==> config.mk <==
export PLATFORM = sky130hd
export DESIGN_NAME = vector_mem_unit
export DESIGN_NICKNAME = d
export VERILOG_FILES = /design/src/rtl/vector_mem_unit.sv
export SDC_FILE = /design/constraint.sdc
export NUM_CORES = 2
export LEC_CHECK = 0
export BUFFER_PORTS_ARGS = -buffer_cell sky130_fd_sc_hd__buf_2
export CAP_MARGIN = 40
export CORE_AREA = 8 8 438 440
export CTS_CLUSTER_SIZE = 25
export DETAILED_ROUTE_END_ITERATION = 10
export DIE_AREA = 0 0 446 448
export SLEW_MARGIN = 20
export SYNTH_ARGS = -nofsm -noshare
export SYNTH_HDL_FRONTEND = slang
export SYNTH_SLANG_ARGS = --single-unit
==> constraint.sdc <==
create_clock -name clk -period 73.5 [get_ports clk]
set_input_delay 14.7 -clock clk [delete_from_list [all_inputs] [get_ports clk]]
set_output_delay 14.7 -clock clk [all_outputs]
set_load 0.02 [all_outputs]
==> src/rtl/vector_mem_unit.sv <==
`default_nettype none
// ============================================================================
// Module   : vector_mem_unit
// Purpose  : Vector load/store engine; moves VEC_W-bit register-file vectors
//            to/from word-addressed memory as NBEATS req/ack beats.
// Revision : 1.0 - initial release
// ============================================================================
module vector_mem_unit #(
    parameter int VEC_W  = 512,
    parameter int BEAT_W = 32,
    parameter int NBEATS = 16,
    parameter int ADDR_W = 16
) (
    input  logic              clk,
    input  logic              reset,
    input  logic              cmd_valid,
    output logic              cmd_ready,
    input  logic              cmd_is_store,
    input  logic [1:0]        cmd_reg,
    input  logic [ADDR_W-1:0] cmd_mem_addr,
    output logic              load,
    output logic [1:0]        load_addr_reg,
    output logic [VEC_W-1:0]  load_data,
    output logic              store,
    output logic [1:0]        store_addr_reg,
    input  logic [VEC_W-1:0]  store_data,
    output logic              mem_req,
    output logic              mem_we,
    output logic [ADDR_W-1:0] mem_addr,
    output logic [BEAT_W-1:0] mem_wdata,
    input  logic [BEAT_W-1:0] mem_rdata,
    input  logic              mem_ack,
    output logic              done,
    output logic              busy
);

    localparam int                 c_cnt_w     = (NBEATS > 1) ? $clog2(NBEATS) : 1;
    localparam logic [c_cnt_w-1:0] c_last_beat = c_cnt_w'(NBEATS - 1);

    localparam logic [2:0] c_idle       = 3'd0;
    localparam logic [2:0] c_rd_beat    = 3'd1;
    localparam logic [2:0] c_ld_write   = 3'd2;
    localparam logic [2:0] c_st_fetch   = 3'd3;
    localparam logic [2:0] c_st_capture = 3'd4;
    localparam logic [2:0] c_wr_beat    = 3'd5;
    localparam logic [2:0] c_done       = 3'd6;

    logic [2:0]         r_state;
    logic [c_cnt_w-1:0] r_beat;
    logic [1:0]         r_reg;
    logic [VEC_W-1:0]   r_buf;

    logic               w_beat_done;
    logic [c_cnt_w-1:0] w_next_beat;
    logic [BEAT_W-1:0]  w_next_wdata;

    // An ack only counts against an outstanding request.
    assign w_beat_done  = mem_req & mem_ack;
    assign w_next_beat  = r_beat + 1'b1;
    assign w_next_wdata = r_buf[int'(w_next_beat) * BEAT_W +: BEAT_W];

    assign cmd_ready = (r_state == c_idle);
    assign busy      = (r_state != c_idle);
    assign load      = (r_state == c_ld_write);
    assign store     = (r_state == c_st_fetch);
    assign done      = (r_state == c_done);

    always_ff @(posedge clk or posedge reset) begin
        if (reset) begin
            r_state        <= c_idle;
            r_beat         <= '0;
            r_reg          <= '0;
            r_buf          <= '0;
            load_addr_reg  <= '0;
            load_data      <= '0;
            store_addr_reg <= '0;
            mem_req        <= 1'b0;
            mem_we         <= 1'b0;
            mem_addr       <= '0;
            mem_wdata      <= '0;
        end else begin
            case (r_state)
                c_idle: begin
                    if (cmd_valid) begin
                        r_reg    <= cmd_reg;
                        r_beat   <= '0;
                        mem_addr <= cmd_mem_addr;
                        if (cmd_is_store) begin
                            store_addr_reg <= cmd_reg;
                            r_state        <= c_st_fetch;
                        end else begin
                            mem_req <= 1'b1;
                            mem_we  <= 1'b0;
                            r_state <= c_rd_beat;
                        end
                    end
                end

                c_rd_beat: begin
                    if (w_beat_done) begin
                        r_buf[int'(r_beat) * BEAT_W +: BEAT_W] <= mem_rdata;
                        if (r_beat == c_last_beat) begin
                            // Final beat bypasses the buffer so load_data is ready next cycle.
                            mem_req       <= 1'b0;
                            load_data     <= {mem_rdata, r_buf[VEC_W-BEAT_W-1:0]};
                            load_addr_reg <= r_reg;
                            r_state       <= c_ld_write;
                        end else begin
                            r_beat   <= w_next_beat;
                            mem_addr <= mem_addr + 1'b1;
                        end
                    end
                end

                c_ld_write: r_state <= c_done;

                c_st_fetch: r_state <= c_st_capture;

                c_st_capture: begin
                    // Beat 0 comes straight from the register file since the buffer loads on this edge.
                    r_buf     <= store_data;
                    mem_req   <= 1'b1;
                    mem_we    <= 1'b1;
                    mem_wdata <= store_data[BEAT_W-1:0];
                    r_beat    <= '0;
                    r_state   <= c_wr_beat;
                end

                c_wr_beat: begin
                    if (w_beat_done) begin
                        if (r_beat == c_last_beat) begin
                            mem_req <= 1'b0;
                            mem_we  <= 1'b0;
                            r_state <= c_done;
                        end else begin
                            r_beat    <= w_next_beat;
                            mem_addr  <= mem_addr + 1'b1;
                            mem_wdata <= w_next_wdata;
                        end
                    end
                end

                c_done: r_state <= c_idle;

                default: r_state <= c_idle;
            endcase
        end
    end

endmodule
`default_nettype wire

==> results.json <==
{
  "status": "finished with violations",
  "violations": "design-rule violations",
  "synth-main-ff-cell": "dfrtp_1",
  "ys_warn_count": 0,
  "ys_types": 75,
  "rsz0062_at_grt": "no",
  "num_vias": 40940,
  "min_period_ps": 17930,
  "row_count": 158,
  "netlist_instances": 3670,
  "start_util": 0.2650,
  "cts_tree": "done",
  "worstMarginPinSlew_ps": 1319,
  "fin_cells": 7370,
  "grt_pass1_wl_um": 356700,
  "p_leak_uw": 0.03249,
  "antenna_found_initial": 136,
  "core_area_um2": 184600,
  "setup_violations": 0,
  "rr_endpoint": "load_data[418]",
  "grt_max_degree": 175,
  "drtIter0Drc": 5401,
  "path_max_fanout": 72,
  "fin_nets": 5284,
  "holdWs_ps": 495.8,
  "postRouteAntennaNets": 0,
  "drive_gt1_frac": 0.4679,
  "crit_path_start_kind": "input port",
  "drv_slew": 0,
  "track_usage": 0.2564,
  "place.gp.congestion": 0.9468,
  "clockBufferDepth": 3,
  "worst_r2r_path_depth": 11,
  "wl_per_cell_um": 36.49,
  "crit_path_end_kind": "register",
  "grt_pass1_vias": 40010,
  "ys_seq_area_frac": 0.5558,
  "die_x_um": 446,
  "grt.overflow.total": 0,
  "r2r_start": "r_state[1]",
  "synth_area_leaders": "dfrtp_1 56%, mux2_2 13%, mux4_2 5.9%",
  "die_h_um": 448,
  "die-area_um2": 199800,
  "numCtsBuffers": 133,
  "drc": 2,
  "synth_largest_area_cell": "dfrtp_1",
  "synth.net_count": 4244,
  "path_class": "input port to register",
  "fin_tns_setup_ps": 0,
  "finalHoldViolCount": 0,
  "hpwl_um": 200300,
  "cts_setup_buffers": 0,
  "fin_util": 0.3387,
  "ctsHoldBuffers": 0,
  "cap_violations": 0,
  "fin_ws_ps": 55570,
  "timing.final.crit_share": 0.2440,
  "drt-vias-per-instance": 5.554,
  "hold_depth": 1,
  "arrival_ps": 18600,
  "busiest_layer": "met2",
  "synth_top_area_frac": 0.5558,
  "reg.largest.list": "load_data (512), r_buf (512), mem_wdata (32)",
  "worstSkewPairLatency_ps": 790,
  "fmax_ghz": 0.05577,
  "postCtsResizedCells": 0,
  "port_buffers": 1137,
  "slew_headroom": 0.1209,
  "powerDensity_nw_per_um2": 39.71,
  "dp_slack_ps": 54130,
  "r2r_slack_ps": 68670,
  "htree_levels": 4,
  "synth_enable_flop_cells": 0,
  "synth.ff_latch_count": 1087,
  "root_buffer": "clkbuf_16",
  "hold_start": "r_buf[133]",
  "required_ps": 74170,
  "syn_area_um2": 48940,
  "syn_avg_cell_area_um2": 13.33,
  "dp_cells": 7047,
  "dr.pass1.iters": 11,
  "io_pins": 1138,
  "wirelength_um": 268900,
  "use_met2": 0.3912,
  "hold_class": "register to register",
  "cts.clk_slew.worst_paths_ps": 60,
  "cts.sinks": 1087,
  "async_reset_ff_frac": 1.000,
  "use_met1": 0.3268,
  "gr-usage-met3": 0.08769,
  "syn_to_final_growth_pct": 27.78,
  "min_to": "r_buf[133]",
  "finClkSkew_ps": 25.41,
  "ir_drop_v": 0.00003335
}
worst max-delay path by stage:
stage                     slack (ps)  cells after the start    start                to
after floorplan                28200                      1    reset  load_addr_reg[0]
after global placement         53880                      7    reset    load_data[169]
after detailed placement       54130                      8    reset     load_data[67]
after CTS                      55030                      8    reset        r_buf[106]
after global routing           55460                      9    reset    load_data[106]
final                          55570                     12  mem_ack    load_data[418]
routing by layer:
layer / share of wire / vias to the layer above
li1: - / 16060
met1: 0.38 / 21480
met2: 0.45 / 2731
met3: 0.11 / 606
met4: 0.056 / 58
met5: 0.0016 / -
synthesized netlist by cell type (all sizes together) (5+ instances only):
cell type / instances
a21o: 107
a21oi: 56
a221o: 77
a222oi: 96
a22o: 191
a22oi: 118
a31oi: 41
and2: 28
and3: 23
and4: 6
buf: 166
clkbuf: 166
dfrtp: 1087
ha: 7
inv: 103
mux2: 603
mux2i: 65
mux4: 128
nand2: 219
nand3: 36
nand4: 6
nor2: 63
nor3: 14
o21a: 5
o21ai: 167
o22a: 38
area by class of cell:
class,instances,area (µm²)
flip-flops and latches,1087,27200
well taps,2480,3103
diodes,81,202.7
clock buffers,197,4006
multi-input cells,2147,20180
fillers,18510,122100
clock inverters,37,461.7
inverters,104,397.9
repair buffers,1237,6977
cells by family after synthesis:
kind of cell | after synthesis | share of synthesized area
AO/OA/AOI/OAI | 922 | 0.1508
XOR/XNOR | 3 | 0.0006905
adder cells (fa/ha/maj) | 7 | 0.001790
buffers and inverters | 436 | 0.03925
flip-flops | 1087 | 0.5558
multiplexers | 796 | 0.2110
AND/OR/NAND/NOR | 419 | 0.04070
report_power, final:
| part | switching, µW | internal [µW] | leakage, µW |
|---|---|---|---|
| sequential | 184 | 746 | 0.0144 |
| clock | 280 | 403 | 0.00218 |
| combinational | 522 | 349 | 0.0159 |
| total | 986 | 1500 | 0.0325 |
critical path, cell delays in order:
cell and delay [ps]:
buf_2 110, nand2_1 250, nor3_4 50, buf_4 330, nand2_8 350, buf_16 380, buf_4 370, buf_4 470
buf_12 300, buf_4 430, buf_16 320, mux2_2 390
placed cells by master, fill, tap and decap left out, drive strengths merged, types with 77 or more instances in the layout:
| master | netlist | layout |
|---|---|---|
| a221o | 77 | 77 |
| mux4 | 128 | 128 |
| clkbuf | 166 | 197 |
| o21ai | 167 | 167 |
| mux2 | 603 | 603 |
| dfrtp | 1087 | 1087 |
| a22oi | 118 | 118 |
| diode | 0 | 81 |
| a21o | 107 | 107 |
| buf | 166 | 1237 |
| inv | 103 | 113 |
| a222oi | 96 | 96 |
| nand2 | 219 | 219 |
| a22o | 191 | 191 |
metrics by stage:
step | power, µW | instance area [µm²]
finish | 2483 | 62530
global placement | 1764 | 57210
detailed placement | 1785 | 57670
CTS | 2475 | 62140
floorplan | 1372 | 48940
global route | 2572 | 62400
No activity file was read; power rests on OpenSTA's default activity.
